==> config.mk <==
export PLATFORM = sky130hd
export DESIGN_NAME = ifetch_flat
export DESIGN_NICKNAME = d
export VERILOG_FILES = /design/src/rtl/ifetch_if.sv /design/src/rtl/ifetch.sv /design/src/flat_wrapper.sv
export SDC_FILE = /design/constraint.sdc
export NUM_CORES = 1
export LEC_CHECK = 0
export CORE_MARGIN = 3
export CORE_UTILIZATION = 35
export CTS_BUF_LIST = sky130_fd_sc_hd__clkbuf_4
export CTS_CLUSTER_SIZE = 12
export DETAILED_ROUTE_END_ITERATION = 12
export SLEW_MARGIN = 0
export SYNTH_ARGS = -nofsm -noshare
export SYNTH_HDL_FRONTEND = slang
export SYNTH_SLANG_ARGS = --single-unit
==> constraint.sdc <==
create_clock -name clk -period 5.75 [get_ports clk]
set_clock_uncertainty 0.15 [all_clocks]
set_input_delay 0.575 -clock clk [delete_from_list [all_inputs] [get_ports clk]]
set_output_delay 0.575 -clock clk [all_outputs]
set_load 0.03 [all_outputs]
==> src/rtl/ifetch_if.sv <==
// Fetch-unit bus: ROM read port, redirect input and the decode-side instruction stream.
// Instruction stream: a transfer happens on a rising edge where instr_valid & instr_ready; head holds while stalled.
interface ifetch_if #(
  parameter int DWIDTH = 16,
  parameter int AWIDTH = 12
);
  logic [AWIDTH-1:0] rom_addr;
  logic              rom_ready;
  logic [DWIDTH-1:0] rom_dout;
  logic              rom_valid;
  logic              redirect_valid;
  logic [AWIDTH-1:0] redirect_pc;
  logic              instr_valid;
  logic              instr_ready;
  logic [DWIDTH-1:0] instr_data;
  logic [AWIDTH-1:0] instr_pc;

  modport master (
    output rom_addr, rom_ready, instr_valid, instr_data, instr_pc,
    input  rom_dout, rom_valid, redirect_valid, redirect_pc, instr_ready
  );

  modport slave (
    input  rom_addr, rom_ready, instr_valid, instr_data, instr_pc,
    output rom_dout, rom_valid, redirect_valid, redirect_pc, instr_ready
  );
endinterface

==> src/rtl/ifetch.sv <==
// Instruction fetch: PC, one-cycle-latency ROM reads, credit-limited buffer of {pc, data}.
module ifetch #(
  parameter int                 DWIDTH   = 16,
  parameter int                 AWIDTH   = 12,
  parameter int                 DEPTH    = 2,
  parameter logic [AWIDTH-1:0]  RESET_PC = '0
) (
  input  logic     clk,
  input  logic     rst,
  ifetch_if.master bus
);
  localparam int CW = $clog2(DEPTH + 1);
  localparam int PW = $clog2(DEPTH);

  logic [AWIDTH-1:0] r_pc;
  logic              r_inflight;
  logic [AWIDTH-1:0] r_inflight_pc;
  logic              r_kill;
  logic [CW-1:0]     r_count;
  logic [PW-1:0]     r_wptr;
  logic [PW-1:0]     r_rptr;
  logic [DWIDTH-1:0] r_mem_data [DEPTH];
  logic [AWIDTH-1:0] r_mem_pc   [DEPTH];

  logic              w_pop;
  logic              w_push;
  logic              w_issue;
  logic [CW:0]       w_used;

  function automatic logic [PW-1:0] ptr_next(input logic [PW-1:0] p);
    return (p == PW'(DEPTH - 1)) ? '0 : p + PW'(1);
  endfunction

  // Credit includes the in-flight read, so every response has a free slot waiting.
  assign w_used  = {1'b0, r_count} + (CW+1)'(r_inflight) - (CW+1)'(w_pop);
  assign w_issue = ~rst & ~bus.redirect_valid & (w_used < (CW+1)'(DEPTH));
  assign w_pop   = bus.instr_valid & bus.instr_ready;
  assign w_push  = bus.rom_valid & r_inflight & ~r_kill;

  assign bus.rom_addr    = r_pc;
  assign bus.rom_ready   = w_issue;
  assign bus.instr_valid = (r_count != '0) & ~bus.redirect_valid;
  assign bus.instr_data  = r_mem_data[r_rptr];
  assign bus.instr_pc    = r_mem_pc[r_rptr];

  always_ff @(posedge clk or posedge rst) begin
    if (rst) begin
      r_pc          <= RESET_PC;
      r_inflight    <= 1'b0;
      r_inflight_pc <= '0;
      r_kill        <= 1'b0;
      r_count       <= '0;
      r_wptr        <= '0;
      r_rptr        <= '0;
      for (int i = 0; i < DEPTH; i++) begin
        r_mem_data[i] <= '0;
        r_mem_pc[i]   <= '0;
      end
    end else if (bus.redirect_valid) begin
      // Flush wins over any response or pop landing in the same cycle.
      r_pc       <= bus.redirect_pc;
      r_kill     <= r_inflight;
      r_inflight <= 1'b0;
      r_count    <= '0;
      r_wptr     <= '0;
      r_rptr     <= '0;
    end else begin
      r_kill     <= 1'b0;
      r_inflight <= w_issue;
      if (w_issue) begin
        r_inflight_pc <= r_pc;
        r_pc          <= r_pc + AWIDTH'(1);
      end
      if (w_push) begin
        r_mem_data[r_wptr] <= bus.rom_dout;
        r_mem_pc[r_wptr]   <= r_inflight_pc;
        r_wptr             <= ptr_next(r_wptr);
      end
      if (w_pop) begin
        r_rptr <= ptr_next(r_rptr);
      end
      r_count <= r_count + CW'(w_push) - CW'(w_pop);
    end
  end
endmodule

==> src/flat_wrapper.sv <==
// flat-port wrapper written by rule: the top's interface ports become plain ports
module ifetch_flat 
#(
  parameter int                 DWIDTH   = 16,
  parameter int                 AWIDTH   = 12,
  parameter int                 DEPTH    = 2,
  parameter logic [AWIDTH-1:0]  RESET_PC = '0
)
  (clk, rst, bus_rom_addr, bus_rom_ready, bus_instr_valid, bus_instr_data, bus_instr_pc, bus_rom_dout, bus_rom_valid, bus_redirect_valid, bus_redirect_pc, bus_instr_ready);
  ifetch_if #(.DWIDTH(DWIDTH), .AWIDTH(AWIDTH)) bus_i ();
  input  logic clk;
  input  logic rst;
  output wire logic [$bits(bus_i.rom_addr)-1:0] bus_rom_addr;
  output wire logic [$bits(bus_i.rom_ready)-1:0] bus_rom_ready;
  output wire logic [$bits(bus_i.instr_valid)-1:0] bus_instr_valid;
  output wire logic [$bits(bus_i.instr_data)-1:0] bus_instr_data;
  output wire logic [$bits(bus_i.instr_pc)-1:0] bus_instr_pc;
  input wire logic [$bits(bus_i.rom_dout)-1:0] bus_rom_dout;
  input wire logic [$bits(bus_i.rom_valid)-1:0] bus_rom_valid;
  input wire logic [$bits(bus_i.redirect_valid)-1:0] bus_redirect_valid;
  input wire logic [$bits(bus_i.redirect_pc)-1:0] bus_redirect_pc;
  input wire logic [$bits(bus_i.instr_ready)-1:0] bus_instr_ready;
  assign bus_rom_addr = bus_i.rom_addr;
  assign bus_rom_ready = bus_i.rom_ready;
  assign bus_instr_valid = bus_i.instr_valid;
  assign bus_instr_data = bus_i.instr_data;
  assign bus_instr_pc = bus_i.instr_pc;
  assign bus_i.rom_dout = bus_rom_dout;
  assign bus_i.rom_valid = bus_rom_valid;
  assign bus_i.redirect_valid = bus_redirect_valid;
  assign bus_i.redirect_pc = bus_redirect_pc;
  assign bus_i.instr_ready = bus_instr_ready;
  ifetch #(.DWIDTH(DWIDTH), .AWIDTH(AWIDTH), .DEPTH(DEPTH), .RESET_PC(RESET_PC)) u_core (.clk(clk), .rst(rst), .bus(bus_i));
endmodule
==> results of run 1 <==
==> registers in the layout (all words and copies together) (netlist names) <==
| register | cells |
|---|---|
| u_core.r_wptr | 1 |
| u_core.r_count | 2 |
| u_core.r_inflight_pc | 12 |
| u_core.r_mem_data | 32 |
| u_core.r_mem_pc | 24 |
| u_core.r_kill | 1 |
| u_core.r_rptr | 1 |
| u_core.bus.rom_addr | 12 |
| u_core.r_inflight | 1 |
==> cells by family (layout without fill, tap and decap cells) <==
kind of cell    Yosys count  in the layout  synth area share
mux                      87             87             0.249
simple gates             83             83             0.102
flops                    86             86             0.549
xor+xnor                  6              6            0.0153
buf+inv                  22            104            0.0262
fa+ha+maj                 5              5            0.0179
compound gates           22             22            0.0411
==> cell type report <==
class	count	area, um2	area share
tap	140	175	0.0354
multi-input combinational	203	1670	0.338
inverter	9	35.0	0.00707
timing repair buffer	79	778	0.157
sequential	86	2150	0.435
clock buffer	10	75.1	0.0152
clock inverter	6	62.6	0.0126
==> per-layer routing <==
layer	track usage	vias up	wire (um)
met5	0	-	0
met4	0.0389	0	104
met3	0.0391	9	518
met2	0.211	89	3690
met1	0.181	1289	3940
li1	-	1255	-
==> power by group through the flow <==
stage	combinational [uW]	clock, uW	sequential (uW)
finish	875	337	893
detailed placement	886	0	908
CTS	890	355	894
global placement	876	0	897
global route	936	378	919
floorplan	563	0	891
==> critical path, delay by kind of cell <==
family	cells	cell delay, ns
adder cells (fa/ha/maj)	2	0.75
buffers and inverters	4	1.46
AND/OR/NAND/NOR	5	0.86
==> cells in the final DEF, fill, tap and decap left out, types with 3 or more instances in the layout <==
master | synthesis | final
o21ai_0 | 3 | 3
xnor2_1 | 3 | 3
clkdlybuf4s50_1 | 0 | 74
clkbuf_4 | 0 | 10
mux2_2 | 85 | 85
inv_1 | 8 | 7
and2_1 | 3 | 3
o311ai_0 | 6 | 6
nor2b_1 | 3 | 3
buf_4 | 4 | 5
nor2_1 | 6 | 6
dfrtp_1 | 86 | 86
nand2_1 | 50 | 50
nand3_1 | 8 | 8
o211ai_1 | 6 | 6
ha_1 | 4 | 4
==> per-stage QoR <==
step	area, um2	worst slack (ns)	hold slack [ns]
after floorplan	3920	2.03	0.308
after global placement	4810	1.41	0.332
after detailed placement	4810	1.36	0.337
after CTS	4950	1.36	0.367
after global routing	4950	1.16	0.384
final	4950	1.38	0.364
==> path summary, 6_finish.rpt <==
| check | start | to | slack, ns | cells after the start |
|---|---|---|---|---|
| worst max-delay path | bus_redirect_valid | bus_rom_ready | 1.38 | 11 |
| max in group asynchronous | rst | u_core.r_mem_data[14] | 3.98 | 3 |
| min in group asynchronous | rst | u_core.r_count[1] | 0.40 | 2 |
| worst max register to register | u_core.r_count[1] | u_core.bus.rom_addr[0] | 2.40 | 12 |
| worst min register to register | u_core.r_inflight_pc[1] | u_core.r_inflight_pc[1] | 0.36 | 2 |
| worst min-delay path | u_core.r_inflight_pc[1] | u_core.r_inflight_pc[1] | 0.36 | 2 |
==> impl_results.md, run 1 <==
* Port Buf Inserts at 74
* Sw Pwr at 753 uW
* Switching share of power at 0.358
* Routed Antenna Nets at 0
* Crit share post-route at 0.760
* Fillers at 1012
* Unrepaired setup endpoints after global routing: no
* Final GP Congestion at 0.816
* CTS tree: built
* Syn Inst Count at 311
* Initial antenna violation count at 0
* Final Hold Vio Count at 0
* Gates resized, CTS repair at 0
* Max Freq at 229 MHz
* Netlist area before placement at 0.00392 mm2
* Relative slew slack at 0.313
* Reg power frac at 0.424
* DP HPWL at 5620 um
* Final setup TNS at 0 ns
* VDD IR max at 198 uV
* Max Root-Sink Buffers at 2
* Register area share after synthesis at 0.549
* Crit-path max FO at 24
* Total die area at 0.0125 mm2
* Post-synth net total at 349
* Die W at 112 um
* Int Power at 1350 uW
* Share of layout cells above drive strength 1 at 0.290
* Synth Flop Type: dfrtp_1
* Layout area overhead at 26.3%
* Comb power frac at 0.416
* Initial DRC Count at 88
* Final setup vio count at 0
* TritonCTS Buffers at 9
* Number of max-cap violations at 0
* Most common cell in the synthesized netlist: dfrtp_1
* Leakage at 0.00222 uW
* GRT Total Usage at 0.134
* First-pass GRT wire length at 13600 um
* Layout Cells excl Fill at 533
* Max stage delay on crit path at 0.66 ns
* Congestion Overflow GR at 0
* Total placed cells including tap cells at 517
* Worst Path Required at 5.03 ns
* EDFF count, synth at 0
* Antenna cell count at 0
* Clk_lat worst skew at 0.41 ns
* Clock power frac at 0.160
* Syn Area/Cell at 12.6 um2
* Slowest CP cell: clkdlybuf4s50_1
* CP most frequent cell: clkdlybuf4s50_1
* Synth warn at 0
* Crit Path Class: in2out
* Yosys top cell area share at 0.549
* Commonest cells in the netlist: 86 x dfrtp_1, 85 x mux2_2, 50 x nand2_1
* Drt first pass iters at 4
* Core Util, Final at 0.455
* IO Pins at 75
* Min Tclk post-route at 4.37 ns
* Outcome: complete, no violations
* Final nets at 426
* #FFs+latches synth at 86
* Clock-pin slew on the worst setup and hold paths at 0.12 ns
* Site row count at 38
* Overall power at 2100 uW
* Max-slew violations at 0
* Yosys top cell by area: dfrtp_1
* Worst-Margin Slew at 1.03 ns
* Crit. End Element: output pin
* FFs w/ async S/R, synth at 1.00
* CP Launch Type: input pin
* Hold Path Class: reg2reg
* Clk sink count at 86
* Root buf cell: clkbuf_4
* H-tree Lvls at 3
* CP arrival at 3.65 ns
* Routed vias at 2642
* CP Cell Sequence: clkdlybuf4s50_1 -> buf_4 -> nor2_1 -> and2_1 -> ha_1 -> nand2b_1 -> fa_1 -> nor2b_1 -> nand3_1 -> inv_1 -> clkdlybuf4s50_1
* Routed WL per cell at 15.5 um
* Initial Util at 0.360
* CTS Hold Bufs at 0
* Vias per cell at 4.96
* Wirelength, routed at 8250 um
* Pwr per Cell Area at 425 mW/mm2
* Area contributors post-synth: dfrtp_1 55%, mux2_2 24%, nand2_1 4.8%
* Drc violations at 0
* Largest net degree at the start of global routing at 57
* Vias in the first global route at 2775
* Die height at 112 um
* Postcts setup bufs at 0
* Synth cell types at 41
* Core area at 0.0109 mm2
No activity file was read; power rests on OpenSTA's default activity.
==> run 2: changes to the inputs <==
clock period = 4 ns   (was 5.75 ns; I/O delays follow)
==> impl_results.md, run 2 (synthesized netlist as in run 1, its figures left out) <==
* Worst reg-to-reg setup slack at 0.77 ns
* Routed WL per cell at 15.5 um
* Leakage at 0.00226 uW
* First-pass GRT wire length at 14200 um
* Largest Register: u_core.r_mem_data
* Antenna cell count at 0
* CTS Hold Bufs at 0
* Clk sink count at 86
* CP Launch Point: u_core.r_count[1]
* Post-Layout Inst Area at 0.00502 mm2
* Die W at 112 um
* Initial antenna violation count at 0
* CTS tree: built
* Root buf cell: clkbuf_4
* IO Pins at 75
* Min Tclk post-route at 3.58 ns
* Final nets at 428
* Post-DP Area at 0.00483 mm2
* Unrepaired setup endpoints after global routing: no
* RR Startpoint: u_core.r_count[1]
* Final setup TNS at 0 ns
* CP arrival at 3.03 ns
* Clk_lat worst skew at 0.42 ns
* Final Hold Slack at 0.364 ns
* Top Registers: u_core.r_mem_data (32), u_core.r_mem_pc (24)
* Core area at 0.0109 mm2
* Port Buf Inserts at 74
* Postcts setup bufs at 0
* Most frequent cells in the layout: 86 x dfrtp_1, 85 x mux2_2, 73 x clkdlybuf4s50_1
* Commonest non-fill, non-tap cell in the layout: dfrtp_1
* Wirelength, routed at 8290 um
* Die height at 112 um
* Relative slew slack at 0.316
* Crit-path max FO at 22
* Worst-Margin Slew at 1.03 ns
* Initial DRC Count at 86
* Drc violations at 0
* H-tree Lvls at 3
* R2R cell count at 11
* Vias in the first global route at 2872
* Routed Antenna Nets at 0
* Total die area at 0.0125 mm2
* CP Launch Type: flop
* Max Freq at 280 MHz
* Fillers at 998
* CP endpoint: bus_rom_ready
* VDD IR max at 293 uV
* Initial Util at 0.360
* Max-slew violations at 0
* Worst Path Required at 3.45 ns
* Outcome: complete, no violations
* Pwr per Cell Area at 633 mW/mm2
* Site row count at 38
* Layout area overhead at 28.0%
* Gates resized, CTS repair at 0
* Crit. End Element: output pin
* Final setup vio count at 0
* Final Hold Vio Count at 0
* Worst r2r dst: u_core.bus.rom_addr[5]
* Largest register FFs at 32
* Routed vias at 2575
* Hold Path Class: reg2reg
* Startpoint of the worst hold path: u_core.r_inflight_pc[5]
* Crit Path Class: reg2out
* Number of max-cap violations at 0
* DP HPWL at 5610 um
* Largest net degree at the start of global routing at 61
* Vias per cell at 4.81
* Crit share post-route at 0.894
* GRT Total Usage at 0.140
* TritonCTS Buffers at 9
* Congestion Overflow GR at 0
* Clock-pin slew on the worst setup and hold paths at 0.15 ns
* Share of layout cells above drive strength 1 at 0.299
* Final GP Congestion at 0.777
* Drt first pass iters at 4
* Max Root-Sink Buffers at 2
-- run 2: layout make-up --
| class | instances | area, um2 | share of cell area |
|---|---|---|---|
| sequential | 86 | 2150 | 0.429 |
| timing repair buffer | 81 | 791 | 0.158 |
| tap | 140 | 175 | 0.0349 |
| multi-input combinational | 203 | 1670 | 0.334 |
| clock inverter | 7 | 125 | 0.0249 |
| inverter | 9 | 35.0 | 0.00698 |
| clock buffer | 9 | 67.6 | 0.0135 |
-- run 2: worst max-delay path, stage by stage, from the launching register on --
cell and delay, ns:
dfrtp_1 0.54, nor2_1 0.09, nor2_1 0.15, and2_1 0.19, ha_1 0.23, nand2b_1 0.15
fa_1 0.50, nor2b_1 0.20, nand3_1 0.10, buf_4 0.22, inv_1 0.08, buf_4 0.15
-- run 2: how the worst min path moves through the flow --
| stage | cells past startpoint | end |
|---|---|---|
| 2_1_floorplan | 2 | u_core.r_inflight_pc[8] |
| 3_3_place_gp | 1 | u_core.r_mem_data[6] |
| 3_5_place_dp | 1 | u_core.r_mem_data[11] |
| 4_1_cts | 3 | u_core.bus.rom_addr[11] |
| 5_1_grt | 1 | u_core.r_mem_pc[13] |
| 6_report | 2 | u_core.r_inflight_pc[5] |
-- run 2: where the power goes --
| part | switching, uW | internal (uW) |
|---|---|---|
| Combinational | 636 | 622 |
| Sequential | 159 | 1120 |
| Clock | 309 | 326 |
| Total | 1100 | 2070 |
-- run 2: through the flow --
stage	cells	setup WS, ns	utilization	power [uW]
after global placement	519	0.606	0.443	2550
final	535	0.424	0.461	3180
after global routing	535	0.184	0.461	3370
after floorplan	311	0.499	-	2090
after detailed placement	519	0.547	0.443	2580
after CTS	535	0.365	0.461	3230
-- run 2: layer usage --
| layer | up-vias | share of wire | global-route usage |
|---|---|---|---|
| li1 | 1245 | - | - |
| met1 | 1246 | 0.48 | 0.188 |
| met2 | 78 | 0.46 | 0.225 |
| met3 | 6 | 0.050 | 0.0440 |
| met4 | 0 | 0.0072 | 0.0260 |
| met5 | - | 0 | 0 |
==> run 3: changes to the inputs <==
==> constraint.sdc (replaced) <==
create_clock -name clk -period 4 [get_ports clk]
set_clock_uncertainty 0.15 [all_clocks]
set_input_delay 0.6 -clock clk [delete_from_list [all_inputs] [get_ports clk]]
set_output_delay 0.6 -clock clk [all_outputs]
set_load 0.03 [all_outputs]
==> impl_results.md, run 3 (synthesized netlist as in run 1, its figures left out) <==
* Die height at 112 um
* Hold Path Class: reg2reg
* Outcome: complete, no violations
* GRT Total Usage at 0.136
* Initial Util at 0.360
* Crit. End Element: output pin
* Worst reg-to-reg setup slack at 0.71 ns
* Max stage delay on crit path at 0.54 ns
* Pwr per Cell Area at 618 mW/mm2
* Unrepaired setup endpoints after global routing: no
* Overall power at 3090 uW
* IO Pins at 75
* Relative slew slack at 0.295
* Startpoint of the worst hold path: u_core.r_mem_data[6]
* Layout area overhead at 27.2%
* Hold Path Sink: u_core.r_mem_data[6]
* Number of max-cap violations at 0
* Worst-Margin Slew at 1.05 ns
* Hold depth at 1
* Leakage at 0.00224 uW
* Clk sink count at 86
* Final setup TNS at 0 ns
* Crit share post-route at 0.916
* Most frequent cells in the layout: 86 x dfrtp_1, 85 x mux2_2, 73 x clkdlybuf4s50_1
* Postcts setup bufs at 0
* CTS Hold Bufs at 0
* CP delay by family, top: simple AND/OR/NAND/NOR gates
* H-tree Lvls at 3
* CP Cell Sequence: nor2_1 -> nor2_1 -> and2_1 -> ha_1 -> nand2b_1 -> fa_1 -> nor2b_1 -> nand3_1 -> inv_1 -> buf_4
* Multi-input gate area at 0.00167 mm2
* Drc violations at 0
* Initial antenna violation count at 0
* CP most frequent cell: nor2_1
* R2R cell count at 11
* Crit Path Class: reg2out
* Max Root-Sink Buffers at 2
* Worst Path Required at 3.25 ns
* Congestion Overflow GR at 0
* DR WL met3 at 405 um
* Routed WL per cell at 15.4 um
* Routed vias at 2657
* Initial DRC Count at 121
* Largest Register: u_core.r_mem_data
* Antenna cell count at 0
* Root buf cell: clkbuf_4
* RR Startpoint: u_core.r_count[1]
* Die W at 112 um
* Site row count at 38
* Core area at 0.0109 mm2
* Vias in the first global route at 2759
* Port Buf Inserts at 74
* Top Registers: u_core.r_mem_data (32), u_core.r_mem_pc (24)
* Min Tclk post-route at 3.66 ns
* Max Freq at 273 MHz
* Share of layout cells above drive strength 1 at 0.296
* CTS tree: built
* Worst r2r dst: u_core.bus.rom_addr[5]
* Commonest non-fill, non-tap cell in the layout: dfrtp_1
* Final setup vio count at 0
* TritonCTS Buffers at 9
* CP Launch Point: u_core.r_count[1]
* Largest net degree at the start of global routing at 38
* Largest register FFs at 32
* CP Launch Type: flop
* VDD IR max at 334 uV
* Met1 wire length at 4010 um
* Total die area at 0.0125 mm2
* First-pass GRT wire length at 13800 um
* Vias per cell at 4.97
* Crit-path max FO at 5
* Clk_lat worst skew at 0.42 ns
* Register area at 0.00215 mm2
* Fillers at 1027
* CP arrival at 2.91 ns
* DR WL met2 at 3760 um
* Routed Antenna Nets at 0
* Highest metal layer with signal wires: met4
* Final Hold Slack at 0.365 ns
* Max-slew violations at 0
* Drt first pass iters at 4
* Gates resized, CTS repair at 0
* Clock-pin slew on the worst setup and hold paths at 0.14 ns
* Final nets at 428
* Final GP Congestion at 0.848
* Slowest CP cell: dfrtp_1
* Wirelength, routed at 8230 um
* Final Hold Vio Count at 0
* Sum of buffers and inverters on the critical path at 2
* DP HPWL at 5660 um
run 3: cell count changes in the layout (fill, tap and decap cells not counted), sizes merged:
| cell | previous run | this run |
|---|---|---|
| clkbuf | 9 | 10 |
| bufinv | 3 | 2 |
| clkinvlp | 0 | 3 |
| inv | 11 | 7 |
| clkinv | 2 | 3 |
run 3: worst max-delay path by stage:
stage / to / slack [ns] / cells after the start
final: bus_rom_ready / 0.34 / 10
after global routing: bus_rom_ready / 0.05 / 10
after CTS: bus_rom_ready / 0.27 / 10
after detailed placement: u_core.bus.rom_addr[5] / 0.28 / 11
after global placement: u_core.bus.rom_addr[5] / 0.38 / 11
after floorplan: bus_rom_ready / 0.23 / 10
run 3: through the flow:
stage          instance area [um2]  setup WS [ns]   util  std cells
5_1_grt                       4990         0.0466  0.458        535
4_1_cts                       4990          0.273  0.458        535
2_1_floorplan                 3920          0.234      -        311
3_3_place_gp                  4830          0.377  0.443        519
6_report                      4990          0.337  0.458        535
3_5_place_dp                  4830          0.281  0.443        519
run 3: power breakdown:
part           leakage (uW)  internal (uW)  switching (uW)
registers           0.00111           1120             155
clock network     0.0000763            258             290
logic               0.00105            623             634
total               0.00224           2010            1080
run 3: metal layers:
layer  track usage  vias up
met5             0        -
met2         0.203       75
met3        0.0315        5
li1              -     1256
met1         0.196     1321
met4        0.0438        0
run 3: area by class of cell:
| cell class | count | share of cell area |
|---|---|---|
| inverters | 9 | 0.00702 |
| repair buffers | 81 | 0.159 |
| clock inverters | 6 | 0.0173 |
| clock buffers | 10 | 0.0150 |
| flip-flops and latches | 86 | 0.431 |
| multi-input cells | 203 | 0.336 |
| well taps | 140 | 0.0351 |
